File: src/rtl/isa_pkg.sv
// Shared ISA definitions: field widths, instruction-register field positions
// and the fetch FSM state encoding.
package isa_pkg;

  localparam int OPCODE_W = 4;
  localparam int REG_W    = 3;
  localparam int IIMM_W   = 6;
  localparam int JIMM_W   = 12;
  localparam int INSTR_W  = 16;

  // Field positions as decoded by the instruction register
  localparam int OP_MSB   = 15;
  localparam int OP_LSB   = 12;
  localparam int RS_MSB   = 11;
  localparam int RS_LSB   = 9;
  localparam int RT_MSB   = 8;
  localparam int RT_LSB   = 6;
  localparam int RD_MSB   = 5;
  localparam int RD_LSB   = 3;
  localparam int FUNK_MSB = 2;
  localparam int FUNK_LSB = 0;

  typedef enum logic [0:0] {
    FETCH_IDLE = 1'b0,
    FETCH_REQ  = 1'b1
  } fetch_state_e;

  function automatic logic [OPCODE_W-1:0] opcode_of(input logic [INSTR_W-1:0] instr);
    return instr[OP_MSB:OP_LSB];
  endfunction

endpackage

File: src/rtl/instruction_fetch_unit_if.sv
// Instruction-memory read channel. A read is offered while mem_req is high and
// completes on the first rising edge where mem_req and mem_ready are both high;
// mem_addr is held stable for the whole request and mem_rdata is valid with mem_ready.
interface instruction_fetch_unit_if #(
  parameter int PC_W = 16
);
  import isa_pkg::*;

  logic               mem_req;
  logic [PC_W-1:0]    mem_addr;
  logic               mem_ready;
  logic [INSTR_W-1:0] mem_rdata;

  modport master (
    output mem_req,
    output mem_addr,
    input  mem_ready,
    input  mem_rdata
  );

  modport slave (
    input  mem_req,
    input  mem_addr,
    output mem_ready,
    output mem_rdata
  );

endinterface

File: src/rtl/pc_target_calc.sv
// Combinational redirect target: jump keeps the upper PC bits, branch adds a
// sign-extended word offset with modulo-2^PC_W wrap. Jump wins over branch.
module pc_target_calc
  import isa_pkg::*;
#(
  parameter int PC_W = 16
) (
  input  logic [PC_W-1:0]   pc,
  input  logic [IIMM_W-1:0] iImm,
  input  logic [JIMM_W-1:0] jImm,
  input  logic              branch_take,
  input  logic              jump_take,
  output logic [PC_W-1:0]   target,
  output logic              redirect
);

  logic [PC_W-1:0] branch_tgt;
  logic [PC_W-1:0] jump_tgt;

  assign branch_tgt = pc + {{(PC_W-IIMM_W){iImm[IIMM_W-1]}}, iImm};
  assign jump_tgt   = {pc[PC_W-1:JIMM_W], jImm};

  always_comb begin
    target   = pc;
    redirect = 1'b0;
    if (jump_take) begin
      target   = jump_tgt;
      redirect = 1'b1;
    end else if (branch_take) begin
      target   = branch_tgt;
      redirect = 1'b1;
    end
  end

endmodule

File: src/rtl/instruction_fetch_unit.sv
// Program counter plus single-outstanding instruction fetch. Each accepted word
// is presented on IR_in with a one-cycle IRWrite strobe for the instruction register.
module instruction_fetch_unit
  import isa_pkg::*;
#(
  parameter int              PC_W     = 16,
  parameter logic [PC_W-1:0] RESET_PC = 16'h0000
) (
  input  logic                clock,
  input  logic                reset_n,
  input  logic                fetch_start,
  input  logic                branch_take,
  input  logic [IIMM_W-1:0]   iImm,
  input  logic                jump_take,
  input  logic [JIMM_W-1:0]   jImm,
  instruction_fetch_unit_if.master mem,
  output logic [INSTR_W-1:0]  IR_in,
  output logic                IRWrite,
  output logic [PC_W-1:0]     pc,
  output logic                busy,
  output logic [0:0]          state_dbg,
  output logic                redir_pend_dbg
);

  localparam logic [0:0] S_IDLE = FETCH_IDLE;
  localparam logic [0:0] S_REQ  = FETCH_REQ;

  logic [0:0]         state;
  logic [PC_W-1:0]    pc_q;
  logic               mem_req_q;
  logic [PC_W-1:0]    mem_addr_q;
  logic [INSTR_W-1:0] ir_q;
  logic               irw_q;
  logic               busy_q;
  logic               redir_pend;
  logic [PC_W-1:0]    redir_pc;

  logic [PC_W-1:0]    target;
  logic               redirect;
  logic [PC_W-1:0]    pc_next;

  // One calculator serves both the IDLE update and the REQ-time latch; in both
  // cases the base is the current pc register.
  pc_target_calc #(
    .PC_W (PC_W)
  ) u_calc (
    .pc          (pc_q),
    .iImm        (iImm),
    .jImm        (jImm),
    .branch_take (branch_take),
    .jump_take   (jump_take),
    .target      (target),
    .redirect    (redirect)
  );

  assign pc_next = redirect ? target : pc_q;

  always_ff @(posedge clock or negedge reset_n) begin
    if (!reset_n) begin
      state      <= S_IDLE;
      pc_q       <= RESET_PC;
      mem_req_q  <= 1'b0;
      mem_addr_q <= '0;
      ir_q       <= '0;
      irw_q      <= 1'b0;
      busy_q     <= 1'b0;
      redir_pend <= 1'b0;
      redir_pc   <= '0;
    end else begin
      irw_q <= 1'b0;
      case (state)
        S_IDLE: begin
          if (fetch_start) begin
            mem_addr_q <= pc_next;
            mem_req_q  <= 1'b1;
            busy_q     <= 1'b1;
            state      <= S_REQ;
          end else begin
            pc_q <= pc_next;
          end
        end
        S_REQ: begin
          if (mem.mem_ready) begin
            mem_req_q  <= 1'b0;
            busy_q     <= 1'b0;
            redir_pend <= 1'b0;
            state      <= S_IDLE;
            // A redirect arriving on the completion edge counts as the latest one
            if (redirect) begin
              pc_q <= target;
            end else if (redir_pend) begin
              pc_q <= redir_pc;
            end else begin
              ir_q  <= mem.mem_rdata;
              irw_q <= 1'b1;
              pc_q  <= mem_addr_q + {{(PC_W-1){1'b0}}, 1'b1};
            end
          end else if (redirect) begin
            redir_pc   <= target;
            redir_pend <= 1'b1;
          end
        end
        default: state <= S_IDLE;
      endcase
    end
  end

  assign mem.mem_req     = mem_req_q;
  assign mem.mem_addr    = mem_addr_q;
  assign IR_in           = ir_q;
  assign IRWrite         = irw_q;
  assign pc              = pc_q;
  assign busy            = busy_q;
  assign state_dbg       = state;
  assign redir_pend_dbg  = redir_pend;

endmodule

File: src/flat_wrapper.sv
// flat-port wrapper written by rule: the top's interface ports become plain ports
module instruction_fetch_unit_flat import isa_pkg::*;
#(
  parameter int              PC_W     = 16,
  parameter logic [PC_W-1:0] RESET_PC = 16'h0000
)
  (clock, reset_n, fetch_start, branch_take, iImm, jump_take, jImm, IR_in, IRWrite, pc, busy, state_dbg, redir_pend_dbg, mem_mem_req, mem_mem_addr, mem_mem_ready, mem_mem_rdata);
  instruction_fetch_unit_if #(.PC_W(PC_W)) mem_i ();
  input  logic clock;
  input  logic reset_n;
  input  logic fetch_start;
  input  logic branch_take;
  input  logic [IIMM_W-1:0] iImm;
  input  logic jump_take;
  input  logic [JIMM_W-1:0] jImm;
  output logic [INSTR_W-1:0] IR_in;
  output logic IRWrite;
  output logic [PC_W-1:0] pc;
  output logic busy;
  output logic [0:0] state_dbg;
  output logic redir_pend_dbg;
  output wire logic [$bits(mem_i.mem_req)-1:0] mem_mem_req;
  output wire logic [$bits(mem_i.mem_addr)-1:0] mem_mem_addr;
  input wire logic [$bits(mem_i.mem_ready)-1:0] mem_mem_ready;
  input wire logic [$bits(mem_i.mem_rdata)-1:0] mem_mem_rdata;
  assign mem_mem_req = mem_i.mem_req;
  assign mem_mem_addr = mem_i.mem_addr;
  assign mem_i.mem_ready = mem_mem_ready;
  assign mem_i.mem_rdata = mem_mem_rdata;
  instruction_fetch_unit #(.PC_W(PC_W), .RESET_PC(RESET_PC)) u_core (.clock(clock), .reset_n(reset_n), .fetch_start(fetch_start), .branch_take(branch_take), .iImm(iImm), .jump_take(jump_take), .jImm(jImm), .mem(mem_i), .IR_in(IR_in), .IRWrite(IRWrite), .pc(pc), .busy(busy), .state_dbg(state_dbg), .redir_pend_dbg(redir_pend_dbg));
endmodule
File: config.mk
export PLATFORM = sky130hd
export DESIGN_NAME = instruction_fetch_unit_flat
export DESIGN_NICKNAME = d
export VERILOG_FILES = /design/src/rtl/isa_pkg.sv /design/src/rtl/instruction_fetch_unit_if.sv /design/src/rtl/pc_target_calc.sv /design/src/rtl/instruction_fetch_unit.sv /design/src/flat_wrapper.sv
export SDC_FILE = /design/constraint.sdc
export NUM_CORES = 1
export LEC_CHECK = 0
export ABC_AREA = 1
export ABC_CLOCK_PERIOD_IN_PS = 4900
export BUFFER_PORTS_ARGS = -buffer_cell sky130_fd_sc_hd__buf_4
export CORE_ASPECT_RATIO = 0.75
export CORE_MARGIN = 4
export CORE_UTILIZATION = 40
export CTS_CLUSTER_SIZE = 28
export DETAILED_ROUTE_END_ITERATION = 8
export PLACE_DENSITY = 0.71
export SYNTH_ARGS = -nofsm -noshare
export SYNTH_HDL_FRONTEND = slang
export SYNTH_SLANG_ARGS = --single-unit
File: constraint.sdc
create_clock -name clock -period 4.9 [get_ports clock]
set_input_delay 0.245 -clock clock [delete_from_list [all_inputs] [get_ports clock]]
set_output_delay 0.245 -clock clock [all_outputs]
set_load 0.1 [all_outputs]
Word-level counts from Yosys, hierarchy flattened

Index checks and enable logic that the tools add are counted.

Output and inout bits: 53
Word-level logic and storage cells: 46
Register bits: 68

$add $sub $neg: 2
Mux-type cells: 22
Equality and inequality tests: 3
Reduce and logical (&&, ||, !) cells: 7
Bitwise operators: 4

Operator list:

| cell                                                             | number |
|---|---|
| 16-bit two-way mux                                               | 7 |
| 16-bit case mux with 2 select lines                              | 1 |
| 16-bit by 1-bit adder with 16-bit output (second input constant) | 1 |
| 16-bit adder                                                     | 1 |
| 1-bit two-way mux                                                | 12 |
| 2-bit AND reduction                                              | 4 |
| 2-bit inequality test (second input constant)                    | 3 |
| 1-bit NOT                                                        | 4 |
| 1-bit case mux with 2 select lines                               | 2 |
| 4-bit AND reduction                                              | 1 |
| 3-bit AND reduction                                              | 1 |
| 2-bit nonzero test                                               | 1 |

Logic depth before layout (Yosys ltp)

Gate-level depths: netlist of run 1.

Word-level depth: 6
Gate-level depth with buffers: 14

By module

A second synthesis of run 1 with hierarchy kept.

Cells, all modules: 659
Area total of the unflattened synthesis: 4586.9 um^2

By module, submodules not included:

| module                 | area each (um^2) | cells an instance | instances |
|---|---|---|---|
| instruction_fetch_unit | 3378.2           | 432               | 1 |
| pc_target_calc         | 1208.7           | 227               | 1 |

Least setup slack after synthesis of run 1

OpenSTA, ideal clock, no wires.

Kind: register to register
From: reg u_core.pc_q[0], in the netlist u_core.pc[0]
To: reg u_core.pc_q[14], in the netlist u_core.pc[14]
Stages on the path, launching flop included: 14
Required time: 4.780 ns
Slack: 2.467 ns
Data arrival time: 2.313 ns
Cells stage by stage: dfrtp_1 > ha_1 > fa_1 > nand2_1 > o21ai_2 > nand2_1 > nand2_2 > nand2_1 > nand3_1 > nand3_1 > nand2_2 > nand2_1 > nand2_1 > nand2_1

Longest elaborated chain between the ends: 6
Elaborated cells between the ends (all ways): 8
Those cells by class: add/sub (1); mux (7)

Ends and longest elaborated chain:

| what                                         | line                                                       | text |
|---|---|---|
| start: declaration                           | instruction_fetch_unit.sv:29                               | `logic [PC_W-1:0] pc_q;` |
| start signal: assignment                     | instruction_fetch_unit.sv:79                               | `pc_q <= pc_next;` |
| start signal: assignment                     | instruction_fetch_unit.sv:90                               | `pc_q <= target;` |
| start signal: assignment                     | instruction_fetch_unit.sv:92                               | `pc_q <= redir_pc;` |
| 16-bit adder *                               | pc_target_calc.sv:20                                       | `assign branch_tgt = pc + {{(PC_W-IIMM_W){iImm[IIMM_W-1]}}, iImm};` |
| 16-bit two-way mux *                         | pc_target_calc.sv:29                                       | `end else if (branch_take) begin` |
| 16-bit two-way mux *                         | pc_target_calc.sv:26                                       | `if (jump_take) begin` |
| 16-bit two-way mux, on equally long branches | instruction_fetch_unit.sv:89, instruction_fetch_unit.sv:56 |  |
| 16-bit two-way mux, on equally long branches | instruction_fetch_unit.sv:83, instruction_fetch_unit.sv:73 |  |
| 16-bit case mux with 2 select lines *        | instruction_fetch_unit.sv:71                               | `case (state)` |

Every way passes the cells marked *; elsewhere a longest branch is shown, timed or not. The select of a mux whose other input is x is not followed.
A chain may end at the register's enable or synchronous reset.

Worst setup path after layout of run 1

From: reg u_core.state, in the netlist u_core.state_dbg
To: reg u_core.pc_q[3], in the netlist u_core.pc[3]

Longest elaborated chain between the ends: 3
Elaborated cells between the ends (all ways): 5
Those cells by class: eq/ne (2); mux (1); bitwise (1); reduce/logical (1)

Ends and longest elaborated chain:

| what                                   | line                         | text |
|---|---|---|
| start: declaration                     | instruction_fetch_unit.sv:28 | `logic [0:0] state;` |
| start signal: assignment               | instruction_fetch_unit.sv:60 | `state <= S_IDLE;` |
| start signal: assignment               | instruction_fetch_unit.sv:77 | `state <= S_REQ;` |
| start signal: assignment               | instruction_fetch_unit.sv:87 | `state <= S_IDLE;` |
| 1-bit NOT (no source line)             | n/a                          |  |
| 2-bit inequality test (no source line) | n/a                          |  |
| 2-bit AND reduction (no source line)   | n/a                          |  |

Several ways; a longest one is shown, not always the timed one.

==> results of run 1 <==
[cell usage in the layout, fill, tap and decap left out, types with 5 or more instances in the layout]
cell       count
nor2_1        37
dfrtp_1       68
xnor2_1        8
ha_1          16
nand2_2        7
o21ai_0       29
buf_4         92
nand2_1      233
nand3_1       41
inv_2          8
a21oi_1       45
a22oi_1        6
clkbuf_16      9
xor2_1         7
inv_1         57
o21ai_1       10
nand4_1        5
[cell type report]
type	count	area [um^2]
fill	1093	5390
sequential	68	1700
inverter	66	250
clock inverter	4	97.6
multi-input combinational	481	2430
timing repair buffer	92	691
clock buffer	11	243
tap	140	175
[synth_stat cells (2+ instances only)]
library cell	instances
clkbuf_1	5
nor3_2	3
inv_2	8
nand2_1	233
o21ai_0	29
nand2_2	7
nand4_1	5
and2_1	2
dfrtp_1	68
o21ai_2	4
nor2_4	3
ha_1	16
xor2_1	7
inv_1	57
o21a_1	2
o21ai_1	10
buf_2	9
a21oi_2	3
nand3_1	41
xnor2_1	8
a22oi_1	6
nor2_1	37
buf_6	3
a31oi_1	2
buf_4	3
or2_1	3
a21oi_1	45
[metrics by stage]
| step | total power [mW] | utilization [%] | hold slack [ns] | cells |
|---|---|---|---|---|
| after detailed placement | 3.36 | 47.8 | 0.425 | 847 |
| after global placement | 3.34 | 47.8 | 0.417 | 847 |
| after CTS | 4.12 | 50.9 | 0.0675 | 862 |
| final | 4.10 | 50.9 | 0.0324 | 862 |
| after global routing | 4.34 | 50.9 | 0.0999 | 862 |
| after floorplan | 2.82 | - | -0.0506 | 635 |
[state kept, by name (all words and copies together), names as in the netlist]
| register | cells |
|---|---|
| u_core.IRWrite | 1 |
| u_core.pc | 16 |
| u_core.state_dbg | 1 |
| u_core.redir_pend_dbg | 1 |
| u_core.IR_in | 16 |
| u_core.mem.mem_addr | 16 |
| u_core.redir_pc | 16 |
| u_core.mem.mem_req | 1 |
[cells by family (layout without fill, tap and decap cells)]
family / after synthesis / after routing / share of synthesized area [%]
AO/OA/AOI/OAI: 107 / 107 / 13.5
XOR/XNOR: 15 / 15 / 2.92
adder cells (fa/ha/maj): 17 / 17 / 4.89
buffers and inverters: 86 / 173 / 8.22
flip-flops: 68 / 68 / 37.8
AND/OR/NAND/NOR: 342 / 342 / 32.7
[final timing paths]
path / end / slack, ns / startpoint / depth (start not counted)
setup / recovery: u_core.pc[3] / 2.48 / u_core.state_dbg / 7
hold / removal: u_core.IR_in[4] / 0.03 / reset_n / 1
setup reg to reg: u_core.pc[3] / 2.48 / u_core.state_dbg / 7
hold reg to reg: u_core.IR_in[12] / 0.47 / u_core.IR_in[12] / 2
max in group asynchronous: u_core.redir_pc[14] / 4.28 / reset_n / 1
min in group clock: u_core.IR_in[4] / 0.12 / mem_mem_rdata[4] / 3
[power by group through the flow]
stage               Combinational [mW]  Sequential (mW)  Clock [mW]
global route                      2.58            0.985       0.780
floorplan                        0.782             2.04           0
detailed placement                2.40            0.964           0
global placement                  2.38            0.960           0
finish                            2.40            0.959       0.746
CTS                               2.40            0.958       0.759
[per-layer routing]
layer	global-route usage [%]	wire (um)	vias up
met5	0	0	-
li1	-	-	2208
met2	30.7	5760	135
met1	30.7	6280	2092
met4	5.22	172	0
met3	4.95	843	18
==> reports/results.txt, run 1 <==
status: finished clean
yosys warns: 0
Flop pwr share: 23.4%
Clock Sinks: 68
Distinct cells, synth: 43
first-pass detailed-route iteration total: 5
hpwl dp: 10100 um
Syn Area/Cell: 7.10 um^2
worst skew pair latency: 0.34 ns
Slew HR: 40.9%
placed cell areas: 5250 um^2
final instance area: 5590 um^2
post-synth top area share: 37.8%
grt ovf: 0
Seq/Total Area, Yosys: 37.8%
Routed Antenna Nets: 0
syn nets: 692
number of flops mapped to enable cells by yosys: 0
final slew viol count: 0
post-detailed-route wirelength per cell: 15.1 um
clock power share: 18.2%
Peak VDD IR: 507 uV
boundary pin count: 93
clock-pin slew on the worst setup and hold paths: 0.06 ns
CP startpoint kind: register
Post-CTS Repair Setup Buffers: 0
# diodes: 0
CP arrival: 2.64 ns
Hold Fails Final Rpt: 0
worst clock skew: 0.0107 ns
Clk Tree Root Cell: clkbuf_16
Psw: 2.28 mW
CTS H-tree depth: 3
hold buffer count at CTS: 0
nets@finish: 775
first-pass GRT wire length: 21600 um
Top FF cell, synth: dfrtp_1
setup slack at placement: 2.50 ns
Worst-Margin Slew: 0.887 ns
Vias: 4453
largest net degree at the start of global routing: 69
Max Cap Viol: 0
IO buf count: 92
vias per cell: 5.17
Max Root-Sink Buffers: 2
share of cells above drive strength 1: 19.7%
Crit Path Category: reg -> reg
final period utilization: 49.4%
# setup viols final: 0
Net Sw Frac: 55.6%
CTS tree: done
Netlist Area Pre-Place: 4510 um^2
Top delay family on crit path: simple AND/OR/NAND/NOR gates
post-layout min period: 2.42 ns
initial antenna violation count: 0
drt drc: 0
Worst path max stage delay: 0.61 ns
Starting Density: 41.0%
Die Y: 99.9 um
DIE AREA: 13000 um^2
CP required: 5.12 ns
RSZ-0062 raised after global routing: no
routed wire length: 13100 um
top cells by area, synth: dfrtp_1 38%, nand2_1 19%, a21oi_1 5.0%, inv_1 4.7%, nand3_1 4.6%
CP cell instances: inv_2 -> nand2_1 -> nand2_2 -> inv_2 -> o21ai_0 -> a21oi_1 -> a21oi_1
vias in the first global route: 4308
FMAX: 413 MHz
GRT Overall Usage: 20.8%
Hold/Removal Path Class: in -> async
Power Density: 733 nW/um^2
Synth-to-Final Area Change: 24.1%
worst setup margin: 2.48 ns
Mapped Cells: 635
Iter 0 DRT Violations: 316
GPL Wtd Cong: 0.953
Num CTS Buffers: 9
Crit. End Element: register
Post-synth ARST share: 100%
CP max FO: 21
post-route setup TNS: 0 ns
cell internal pwr: 1.82 mW
post_cts resized: 0
combinational fraction of design power: 58.4%
CP max-delay cell: dfrtp_1
Leak: 2.89 nW
Worst Path Buf+Inv: 2
core area: 11000 um^2
Synth area leader: dfrtp_1
die span in x: 131 um
Rows: 33
#FFs+latches synth: 68
Note: power is estimated with default switching activity, not from simulation.
==> run 2, diff against run 1 <==
Settings changed: ABC_CLOCK_PERIOD_IN_PS 4900 to 2200, PLACE_DENSITY 0.71 to 0.74.
Clock period 4.9 ns to 2.2 ns, I/O delays scaled along.
==> run 2 against run 1 <==
- core utilization rose by 2.6 points
- combinational power rose by 130%
- highest routed layer unchanged
- power rose by 120%
- sequential power rose by 120%
==> reports/results.txt, run 2 (synthesis gave the netlist of run 1 again) <==
status: finished clean
Max Root-Sink Buffers: 2 (unchanged)
first-pass detailed-route iteration total: 5 (unchanged)
post-detailed-route wirelength per cell: 15.5 um (+2.3%)
GPL Wtd Cong: 0.991 (+4.0%)
vias in the first global route: 4451 (+3.3%)
Flop pwr share: 22.9% (-0.5 points)
cell internal pwr: 3.99 mW (+120%)
CP startpoint kind: register
placed cell areas: 5350 um^2 (+2.0%)
hpwl dp: 10200 um (+0.68%)
routed wire length: 13800 um (+6.0%)
drt drc: 0 (unchanged)
FILL cells: 1061 (-2.9%)
IO buf count: 92 (unchanged)
Worst-Margin Slew: 0.900 ns (+0.0127 ns)
Num CTS Buffers: 9 (unchanged)
Design Power: 9.16 mW (+120%)
Starting Density: 41.0% (unchanged)
GRT Overall Usage: 21.2% (+0.39 points)
CP arrival: 2.26 ns (-0.38 ns)
Die Y: 99.9 um (unchanged)
# setup viols final: 0 (unchanged)
fin util: 53.5% (+2.6 points)
# diodes: 0 (unchanged)
Crit. End Element: register
final period utilization: 94.0% (+45 points)
nets@finish: 805 (+3.9%)
commonest non-fill, non-tap cell in the layout: nand2_1
non-filler cells, final: 893 (+3.6%)
Clock Sinks: 68 (unchanged)
initial antenna violation count: 0 (unchanged)
Hold/Removal Path Class: in -> reg
CP max FO: 5 (-76%)
Hold Path Origin: mem_mem_ready
die span in x: 131 um (unchanged)
vias per cell: 5.17 (about the same)
largest net degree at the start of global routing: 69 (unchanged)
post-layout min period: 2.07 ns (-0.354 ns)
Clk Tree Root Cell: clkbuf_16
final slew viol count: 0 (unchanged)
combinational fraction of design power: 60.8% (+2.4 points)
Crit. Startpoint: u_core.pc[6]
Iter 0 DRT Violations: 408 (+29%)
Power Density: 1560 nW/um^2 (+110%)
first-pass GRT wire length: 22000 um (+1.8%)
Hold WS: 0.144 ns (+0.112 ns)
Synth-to-Final Area Change: 30.4%
FMAX: 484 MHz (+17%)
share of cells above drive strength 1: 23.9% (+4.2 points)
Peak VDD IR: 859 uV (+69%)
Vias: 4615 (+3.6%)
grt ovf: 0 (unchanged)
core area: 11000 um^2 (unchanged)
clock power share: 16.4% (-1.8 points)
CTS tree: done
Routed Antenna Nets: 0 (unchanged)
boundary pin count: 93 (unchanged)
Hold Fails Final Rpt: 0 (unchanged)
Psw: 5.17 mW (+130%)
worst clock skew: 0.00828 ns (-0.00245 ns)
worst skew pair latency: 0.33 ns (about the same)
Leak: 2.99 nW (+3.4%)
reg2reg start: u_core.pc[6]
Crit Path Category: reg -> reg
Max Cap Viol: 0 (unchanged)
final instance area: 5870 um^2 (+5.1%)
DIE AREA: 13000 um^2 (unchanged)
Rows: 33 (unchanged)
CP required: 2.40 ns (-2.72 ns)
Placed Cells: 858 (+1.3%)
CTS H-tree depth: 3 (unchanged)
most frequent cells in the layout: 233 x nand2_1, 105 x buf_4, 57 x inv_1
Slew HR: 40.0% (-0.84 points)
Net Sw Frac: 56.5% (+0.86 points)
clock-pin slew on the worst setup and hold paths: 0.06 ns (about the same)
-- run 2: power groups by stage --
| stage | combinational, mW | sequential [mW] | clock [mW] |
|---|---|---|---|
| finish | 5.57 | 2.09 | 1.50 |
| global route | 5.91 | 2.16 | 1.59 |
| CTS | 5.50 | 2.09 | 1.53 |
| detailed placement | 5.46 | 2.10 | 0 |
| global placement | 5.39 | 2.09 | 0 |
| floorplan | 1.74 | 4.56 | 0 |
-- run 2: timing repair --
action	CTS	global route
resized for setup	0	8
setup endpoints to repair	0	10
endpoints found under the hold margin	84	0
buffers inserted	0	2
hold buffers	17	0
-- run 2: path summary, 6_finish.rpt --
path                            slack [ns]                      end  cells past startpoint
worst max-delay path                  0.13  u_core.mem.mem_addr[10]                     10
worst min-delay path                  0.14       u_core.mem.mem_req                      3
worst max register to register        0.13  u_core.mem.mem_addr[10]                     10
worst min register to register        0.48          u_core.IR_in[0]                      2
max in group asynchronous             1.10             u_core.pc[4]                      2
min in group asynchronous             0.44  u_core.mem.mem_addr[15]                      2
-- run 2: area by class of cell --
type / instances / area (um^2) / share of cell area (%)
Tap cell: 140 / 175 / 2.98
Multi-Input combinational cell: 481 / 2460 / 41.8
Clock buffer: 11 / 253 / 4.30
Sequential cell: 68 / 1720 / 29.3
Timing Repair Buffer: 122 / 958 / 16.3
Inverter: 66 / 250 / 4.26
Clock inverter: 5 / 58.8 / 1.00
-- run 2: per-stage QoR --
step	worst slack (ns)	setup TNS, ns
floorplan	0.00236	0
global placement	0.152	0
detailed placement	0.0983	0
CTS	0.0822	0
global route	-0.0181	-0.0181
finish	0.132	0
-- run 2: per-layer routing --
metal | GRT usage (%) | routed length, um
met5 | 0 | 0
met3 | 4.52 | 967
met4 | 4.27 | 116
met1 | 30.2 | 6350
met2 | 33.3 | 6400
-- run 2: worst max-delay path: stages (launching register included) --
cell and delay (ns):
dfrtp_2 0.42, ha_1 0.38, nand2_1 0.12, nor2_1 0.25
nand3_1 0.22, nand3_1 0.13, nand2_1 0.05, nand3_1 0.07
nand2_1 0.12, nand2_1 0.08, o21ai_0 0.09
==> run 3, diff against run 2 <==
Settings changed: CTS_BUF_LIST from default to sky130_fd_sc_hd__clkbuf_8.
==> run 3 against run 2 <==
- final area is 1.6% lower
- critical path type unchanged
- critical endpoint is now u_core.pc[14]
- register-to-register slack improved by 0.02 ns
- largest cell class unchanged
- global-route usage up 0.089 points
==> reports/results.txt, run 3 (synthesis gave the netlist of run 1 again) <==
status: finished clean
CP max FO: 4 (-1)
Power Density: 1520 nW/um^2 (-2.7%)
Max Cap Viol: 0 (unchanged)
Peak VDD IR: 906 uV (+5.5%)
grt ovf: 0 (unchanged)
Clk Tree Root Cell: clkbuf_8
Hold Fails Final Rpt: 0 (unchanged)
Rows: 33 (unchanged)
nets@finish: 805 (unchanged)
Flop pwr share: 23.8% (+0.9 points)
Starting Density: 41.0% (unchanged)
Sequential cell area: 1720 um^2 (unchanged)
clock-pin slew on the worst setup and hold paths: 0.09 ns (+0.03 ns)
Multi-input gate area: 2460 um^2 (+0.20%)
# setup viols final: 0 (unchanged)
initial antenna violation count: 0 (unchanged)
first-pass detailed-route iteration total: 5 (unchanged)
Hold Path Origin: mem_mem_ready
# diodes: 0 (unchanged)
cell internal pwr: 3.63 mW (-8.9%)
clock power share: 12.7% (-3.7 points)
GRT Overall Usage: 21.3% (+0.089 points)
Slew HR: 40.1% (+0.081 points)
GPL Wtd Cong: 0.991 (unchanged)
die span in x: 131 um (unchanged)
setup slack at placement: 0.0983 ns (unchanged)
core area: 11000 um^2 (unchanged)
Routed Antenna Nets: 0 (unchanged)
Hold/Removal Path Class: in -> reg
FMAX: 489 MHz (+1.0%)
post-layout min period: 2.05 ns (-0.0211 ns)
CP required: 2.45 ns (+0.05 ns)
worst clock skew: 0.0152 ns (+0.00696 ns)
Crit. End Element: register
largest net degree at the start of global routing: 69 (unchanged)
vias per cell: 5.17 (about the same)
Iter 0 DRT Violations: 371 (-9.1%)
Net Sw Frac: 58.5% (+2.1 points)
hpwl dp: 10200 um (unchanged)
IO buf count: 92 (unchanged)
drt drc: 0 (unchanged)
final instance area: 5780 um^2 (-1.6%)
Design Power: 8.77 mW (-4.3%)
fin util: 52.6% (-0.88 points)
CTS tree: done
reg2reg start: u_core.pc[0]
share of cells above drive strength 1: 24.0% (+0.13 points)
commonest non-fill, non-tap cell in the layout: nand2_1
combinational fraction of design power: 63.5% (+2.7 points)
worst skew pair latency: 0.36 ns (+0.03 ns)
Crit. Startpoint: u_core.pc[0]
post-detailed-route wirelength per cell: 15.4 um (-0.63%)
CTS H-tree depth: 3 (unchanged)
CP startpoint kind: register
worst setup margin: 0.153 ns (+0.0211 ns)
first-pass GRT wire length: 21900 um (-0.29%)
vias in the first global route: 4449 (-0.045%)
CP arrival: 2.30 ns (+0.04 ns)
Crit Path Category: reg -> reg
boundary pin count: 93 (unchanged)
final period utilization: 93.0% (-0.96 points)
Num CTS Buffers: 9 (unchanged)
most frequent cells in the layout: 233 x nand2_1, 105 x buf_4, 57 x inv_1
Max Root-Sink Buffers: 2 (unchanged)
Synth-to-Final Area Change: 28.2%
FILL cells: 1072 (+1.0%)
final slew viol count: 0 (unchanged)
DIE AREA: 13000 um^2 (unchanged)
Psw: 5.13 mW (-0.80%)
Die Y: 99.9 um (unchanged)
Vias: 4617 (+0.043%)
routed wire length: 13800 um (-0.63%)
Leak: 2.95 nW (-1.4%)
Clock Sinks: 68 (unchanged)
Worst-Margin Slew: 0.899 ns (-0.00121 ns)
placed cell areas: 5350 um^2 (unchanged)
## run 3: cell counts in the layout (fill, tap and decap cells not counted)
Identical to the previous run, type by type.
## run 3: critical path, stage by stage, from the launching register on
cell	delay, ns
dfrtp_2	0.43
ha_2	0.21
fa_2	0.36
nand2_1	0.11
o21ai_2	0.10
nand2_1	0.10
nand2_2	0.07
nand2_1	0.09
nand2_1	0.06
nand2_1	0.06
nand3_1	0.08
nand2_2	0.10
nand2_1	0.05
nand2_1	0.07
nand2_1	0.05
## run 3: layout make-up
class                      count  share of cell area [%]
inverter                      66                    4.33
timing repair buffer         122                    16.6
multi-input combinational    481                    42.6
clock inverter                 5                    1.02
tap                          140                    3.03
sequential                    68                    29.8
clock buffer                  11                    2.62
## run 3: repair_timing
action | in CTS | in global routing
hold endpoints to repair | 84 | 0
gates resized for setup | 0 | 9
hold buffers | 17 | 0
setup buffers | 0 | 2
setup endpoints to repair | 0 | 10
## run 3: path summary, 6_finish.rpt
path / to / slack [ns] / cells past startpoint
setup / recovery: u_core.pc[14] / 0.15 / 14
hold / removal: u_core.mem.mem_req / 0.11 / 3
setup reg to reg: u_core.pc[14] / 0.15 / 14
hold reg to reg: u_core.IR_in[4] / 0.48 / 2
max in group asynchronous: u_core.pc[5] / 1.13 / 2
min in group asynchronous: u_core.mem.mem_addr[15] / 0.41 / 2
## run 3: power groups by stage
stage          clock network, mW  logic [mW]  registers (mW)
6_report                    1.11        5.57            2.09
2_1_floorplan                  0        1.74            4.56
5_1_grt                     1.19        5.91            2.16
3_5_place_dp                   0        5.46            2.10
3_3_place_gp                   0        5.39            2.09
4_1_cts                     1.13        5.50            2.08
## run 3: metal layers
layer	global-route usage (%)	part of all wire, %	vias to the layer above
li1	-	-	2261
met1	30.3	46	2182
met2	32.8	46	157
met3	4.41	6.5	17
met4	5.85	1.3	0
met5	0	0	-
## run 3: through the flow
step           setup TNS (ns)  hold WS (ns)  std cells
2_1_floorplan               0        -0.186        635
6_report                    0         0.112        893
3_3_place_gp                0         0.290        858
5_1_grt               -0.0242         0.107        893
3_5_place_dp                0         0.297        858
4_1_cts                     0        0.0980        891
